### src/rtl/detect_run_logger_if.sv
// Read-side port bundle for detect_run_logger.
// The slave modport is the logger itself. The master modport is the consumer that drains the FIFO.
interface detect_run_logger_if #(
  parameter int CNT_W = 8
);
  logic             RD_EN;
  logic             RD_VALID;
  logic [CNT_W-1:0] RD_DATA;
  logic             FULL;

  modport master (
    output RD_EN,
    input  RD_VALID,
    input  RD_DATA,
    input  FULL
  );

  modport slave (
    input  RD_EN,
    output RD_VALID,
    output RD_DATA,
    output FULL
  );
endinterface

### src/rtl/detect_run_logger.sv
// detect_run_logger
//
// Watches the sequence-detector level Y_IN and counts run starts in EVT_CNT.
// It measures the length of each high run and queues the finished lengths in
// a first-word-fall-through FIFO. The FIFO is drained through the rd interface.
// OVERFLOW is sticky. It sets when a finished run is dropped because the FIFO is full.
//
// Build option: define DRL_SATURATE_EN to make the run counter saturate at
// 2^CNT_W-1. When it is undefined, the counter wraps modulo 2^CNT_W.
//
// state  | meaning
// -------+---------------------------------------------
// S_IDLE | Y_IN low, waiting for a run to start
// S_RUN  | run in progress, run_cnt_q = edges seen high
module detect_run_logger #(
  parameter int CNT_W = 8,
  parameter int DEPTH = 4,
  parameter int EVT_W = 16
) (
  input  logic                CLK,
  input  logic                RST,
  input  logic                Y_IN,
  detect_run_logger_if.slave  rd,
  output logic [EVT_W-1:0]    EVT_CNT,
  output logic                OVERFLOW
);

  localparam int AW = $clog2(DEPTH);

  typedef enum logic {
    S_IDLE = 1'b0,
    S_RUN  = 1'b1
  } state_t;

  state_t           state_q;
  logic [CNT_W-1:0] run_cnt_q;
  logic [CNT_W-1:0] run_cnt_d;
  logic [EVT_W-1:0] evt_cnt_q;
  logic             overflow_q;
  logic             overflow_d;

  logic [AW:0]      wr_ptr_q, wr_ptr_d;
  logic [AW:0]      rd_ptr_q, rd_ptr_d;
  logic [CNT_W-1:0] mem_q [DEPTH];

  logic             empty;
  logic             full;
  logic             push_req;
  logic             push_ok;
  logic             pop_ok;

  // Choose between the saturating and the wrapping increment of the run counter.
`ifdef DRL_SATURATE_EN
  assign run_cnt_d = (&run_cnt_q) ? run_cnt_q : run_cnt_q + CNT_W'(1);
`else
  assign run_cnt_d = run_cnt_q + CNT_W'(1);
`endif

  // Decode FIFO status from the registered pointers.
  // When the MSBs differ and the index bits match, the FIFO has wrapped and is full.
  assign empty = (wr_ptr_q == rd_ptr_q);
  assign full  = (wr_ptr_q[AW] != rd_ptr_q[AW]) &&
                 (wr_ptr_q[AW-1:0] == rd_ptr_q[AW-1:0]);

  // A run ends when Y_IN is first sampled low while in S_RUN.
  // When the FIFO is full, a pop on the same edge makes room first.
  // A pop is only honoured while an entry is visible.
  always_comb begin
    push_req   = (state_q == S_RUN) && !Y_IN;
    pop_ok     = rd.RD_EN && !empty;
    push_ok    = push_req && (!full || pop_ok);
    overflow_d = overflow_q | (push_req && full && !pop_ok);
    wr_ptr_d   = wr_ptr_q;
    rd_ptr_d   = rd_ptr_q;
    if (push_ok) wr_ptr_d = wr_ptr_q + (AW+1)'(1);
    if (pop_ok)  rd_ptr_d = rd_ptr_q + (AW+1)'(1);
  end

  // Run-tracking FSM: measure the run length and count run starts.
  always_ff @(posedge CLK) begin
    if (RST) begin
      state_q   <= S_IDLE;
      run_cnt_q <= '0;
      evt_cnt_q <= '0;
    end else begin
      case (state_q)
        S_IDLE: begin
          if (Y_IN) begin
            state_q   <= S_RUN;
            run_cnt_q <= CNT_W'(1);
            evt_cnt_q <= evt_cnt_q + EVT_W'(1);
          end
        end
        S_RUN: begin
          if (Y_IN) begin
            run_cnt_q <= run_cnt_d;
          end else begin
            state_q <= S_IDLE;
          end
        end
        default: state_q <= S_IDLE;
      endcase
    end
  end

  // Update the FIFO pointers and the sticky overflow flag.
  always_ff @(posedge CLK) begin
    if (RST) begin
      wr_ptr_q   <= '0;
      rd_ptr_q   <= '0;
      overflow_q <= 1'b0;
    end else begin
      wr_ptr_q   <= wr_ptr_d;
      rd_ptr_q   <= rd_ptr_d;
      overflow_q <= overflow_d;
    end
  end

  // Write storage. Its contents only matter behind valid pointers, so it has no reset.
  always_ff @(posedge CLK) begin
    if (!RST && push_ok) begin
      mem_q[wr_ptr_q[AW-1:0]] <= run_cnt_q;
    end
  end

  assign rd.RD_VALID = !empty;
  assign rd.RD_DATA  = empty ? '0 : mem_q[rd_ptr_q[AW-1:0]];
  assign rd.FULL     = full;
  assign EVT_CNT     = evt_cnt_q;
  assign OVERFLOW    = overflow_q;

endmodule
### src/flat_wrapper.sv
// flat-port wrapper written by rule: the top's interface ports become plain ports
module detect_run_logger_flat 
#(
  parameter int CNT_W = 8,
  parameter int DEPTH = 4,
  parameter int EVT_W = 16
)
  (CLK, RST, Y_IN, EVT_CNT, OVERFLOW, rd_RD_EN, rd_RD_VALID, rd_RD_DATA, rd_FULL);
  detect_run_logger_if #(.CNT_W(CNT_W)) rd_i ();
  input  logic CLK;
  input  logic RST;
  input  logic Y_IN;
  output logic [EVT_W-1:0] EVT_CNT;
  output logic OVERFLOW;
  input wire logic [$bits(rd_i.RD_EN)-1:0] rd_RD_EN;
  output wire logic [$bits(rd_i.RD_VALID)-1:0] rd_RD_VALID;
  output wire logic [$bits(rd_i.RD_DATA)-1:0] rd_RD_DATA;
  output wire logic [$bits(rd_i.FULL)-1:0] rd_FULL;
  assign rd_i.RD_EN = rd_RD_EN;
  assign rd_RD_VALID = rd_i.RD_VALID;
  assign rd_RD_DATA = rd_i.RD_DATA;
  assign rd_FULL = rd_i.FULL;
  detect_run_logger #(.CNT_W(CNT_W), .DEPTH(DEPTH), .EVT_W(EVT_W)) u_core (.CLK(CLK), .RST(RST), .Y_IN(Y_IN), .rd(rd_i), .EVT_CNT(EVT_CNT), .OVERFLOW(OVERFLOW));
endmodule
### config.mk
export PLATFORM = sky130hd
export DESIGN_NAME = detect_run_logger_flat
export DESIGN_NICKNAME = d
export VERILOG_FILES = /design/src/rtl/detect_run_logger_if.sv /design/src/rtl/detect_run_logger.sv /design/src/flat_wrapper.sv
export SDC_FILE = /design/constraint.sdc
export NUM_CORES = 1
export LEC_CHECK = 0
export BUFFER_PORTS_ARGS = -buffer_cell sky130_fd_sc_hd__buf_2
export CAP_MARGIN = 20
export CELL_PAD_IN_SITES_DETAIL_PLACEMENT = 0
export CELL_PAD_IN_SITES_GLOBAL_PLACEMENT = 2
export CORE_AREA = 2 2 88 90
export CTS_BUF_LIST = sky130_fd_sc_hd__clkbuf_16
export DETAILED_ROUTE_END_ITERATION = 16
export DIE_AREA = 0 0 90 92
export PLACE_DENSITY_LB_ADDON = 0.1
export SYNTH_ARGS = -nofsm -noshare
export SYNTH_HDL_FRONTEND = slang
export SYNTH_SLANG_ARGS = --single-unit
### constraint.sdc
create_clock -name CLK -period 2.6 [get_ports CLK]
set_input_delay 0.26 -clock CLK [delete_from_list [all_inputs] [get_ports CLK]]
set_output_delay 0.26 -clock CLK [all_outputs]
set_load 0.03 [all_outputs]
==> results.ini <==
[synthesis]
synth_fp_nets = 237
yosysMostFrequentCell = dfxtp_1
synth_cell_type_count = 41
yosysTopAreaCell = edfxtp_1
synth_seq_area_share = 0.5857
ys_top_cells_by_count = dfxtp_1 (34), edfxtp_1 (32), nor2_1 (29), xor2_1 (12)
async_flop_share = 0
synth_edf_count = 32
synth.top_cell.area_share = 0.3429
avgSynthCellArea_um2 = 12.40
syn-cell-area_um2 = 2803
synthTopCellsByArea = edfxtp_1 (34%), dfxtp_1 (24%), mux4_2 (6.4%)
yosysWarnings = 0
yosys_register_bits = 66
ys.flop_type = dfxtp_1
postSynthCellCount = 226

[setup_path]
timing.rr.end = u_core.mem_q[1][2]
slowest_stage = dfxtp_1
r2r_slack_ns = 0.72
endpoint_kind = output pin
critPathMaxFanout = 8
critPathRequiredTime_ns = 2.34
r2r_start = u_core.wr_ptr_q[1]
crit_type = reg2out
crit_family = flip-flops
arrival_ns = 1.89
slowest_delay_ns = 0.66
crit_chain = mux4_2 > and2b_1 > buf_2
start_kind = register
cp_num_buf_inv = 1
r2r_cells = 4

[grt]
grt_max_degree = 32
antenna_found_initial = 0
grt-ovfl-total = 0
grt_pass1_vias = 1769
grt_usage = 0.1390
grt_pass1_wl_mm = 8.825

[clocking]
cts_root_buf = clkbuf_16
cts_setup_buffers = 0
cts_sinks = 66
insertion_delay_ns = 0.33
clk_pin_slew_ns = 0.06
cts_tree = built
postCtsHoldBufs = 0
cts.repair.resized = 0
clock_path_buffers = 2
htreeDepth = 3
cts-buffers-inserted = 9

[floorplanning]
dieWidth_um = 90
top_level_ports = 31
rows = 32
die_area_um2 = 8280
die_h_um = 92
core_area_um2 = 7447
initial_core_util = 0.3763

[detailed_routing]
dr.pass1.iters = 4
drc_errors = 0
postRouteAntennaNets = 0
wire_per_inst_um = 13.94
top_layer = met4
drt_wl_total_mm = 5.144
met2_length_mm = 2.362
first_iter_violations = 48
vias = 1751
route.met3.wl_um = 202
viasPerCell = 4.745
wl_met1_mm = 2.457

[timing]
clock.fmax_mhz = 464.9
slew_viol_final = 0
hold_viol_final = 0
period_needed_ns = 2.151
maxSlewHeadroom = 0.6238
tightest_slew_ns = 0.5643
skew_ns = 0.005649
setup_viol = 0
post-route-period-util = 0.8274
grt_setup_unrepaired = false
setup_tns_ns = 0

[run_status]
status = finished clean

[hold_path]
hold_depth = 4
min-delay-start = rd_RD_EN
hold_class = in2reg
whs_endpoint = u_core.OVERFLOW

[layout]
area_growth_pct = 20.27
diodes = 0
fillers = 723
finalCoreUtilization = 0.4526
fin_nets = 273
drive_gt1_frac = 0.2322

[power]
pwr_density_cell_nw_per_um2 = 744.2
p_leak_nw = 1.268
ir_worst_vdd_v = 0.0003197

[placed_design]
io_buffers = 30
hpwl_mm = 3.543
gp_congestion = 0.6936

[run]
drv_cap = 0

-- through the flow --
step	cells	cell area (um2)	setup WS (ns)	hold WS, ns	power (mW)
global placement	352	3062	0.5103	0.4419	1.320
global route	369	3371	0.2986	0.3048	2.607
floorplan	226	2803	0.7174	0.4534	1.275
finish	369	3371	0.4488	0.2769	2.508
detailed placement	352	3062	0.3580	0.4515	1.322
CTS	368	3363	0.002699	0.2754	2.538
-- worst reg2reg max path, stage by stage (launching register included) --
cell and delay [ns]:
dfxtp_1 0.41, xor2_1 0.40, o41ai_4 0.16, nor2_1 0.16, and2_1 0.40
-- flip-flops by register name, summed over array words and instances (netlist names), named ones only --
signal / cells
u_core.rd_ptr_q: 3
u_core.state_q: 1
u_core.run_cnt_q: 8
u_core.OVERFLOW: 1
u_core.mem_q: 32
u_core.wr_ptr_q: 3
u_core.EVT_CNT: 16
-- area by class of cell --
cell class	instances	area (um2)	area share
flip-flops and latches	66	1642	0.4870
multi-input cells	144	1097	0.3255
clock buffers	9	225.2	0.06682
repair buffers	33	172.7	0.05123
well taps	102	127.6	0.03786
clock inverters	7	76.32	0.02264
inverters	8	30.03	0.008909
-- power by group --
group	switching (mW)	internal (mW)
Clock	0.463	0.747
Combinational	0.102	0.0697
Sequential	0.0282	1.10
-- per-layer routing --
metal  GRT usage  up-vias
li1            -      893
met1      0.1752      817
met2      0.2143       29
met3     0.04437       12
met4     0.07308        0
met5           0        -
-- cells in the final DEF (no fill, tap or decap), drive strengths merged, types with 5 or more instances in the layout --
cell and instances:
or3 5, inv 10, xor2 13, mux4 8
xnor2 8, o21ai 6, nor2b 9, buf 32
a21oi 7, nand3 5, clkbuf 10, ha 7
nor3 7, dfxtp 34, nand4 9, nor2 29
edfxtp 32
-- logic make-up (layout without fill, tap and decap cells) --
kind of cell | after synthesis | after routing | synth area share
muxes | 12 | 12 | 0.07857
adders and majority gates | 7 | 7 | 0.03125
DFF | 66 | 66 | 0.5857
xor gates and xnor gates | 21 | 21 | 0.07232
and+or+nand+nor | 83 | 83 | 0.1558
buffers and inverters | 16 | 57 | 0.02276
AOI/OAI and AO/OA | 21 | 21 | 0.05357
-- worst max path at each step --
stage | to | slack (ns) | cells past startpoint | from
floorplan | u_core.mem_q[3][0] | 0.72 | 3 | u_core.wr_ptr_q[1]
global placement | rd_RD_DATA[7] | 0.51 | 4 | u_core.rd_ptr_q[0]
detailed placement | rd_RD_DATA[2] | 0.36 | 4 | u_core.rd_ptr_q[0]
CTS | rd_RD_DATA[2] | 0.003 | 4 | u_core.wr_ptr_q[0]
global route | rd_RD_DATA[4] | 0.30 | 3 | register
finish | rd_RD_DATA[2] | 0.45 | 3 | register
Power figures use the tool's default switching activity.
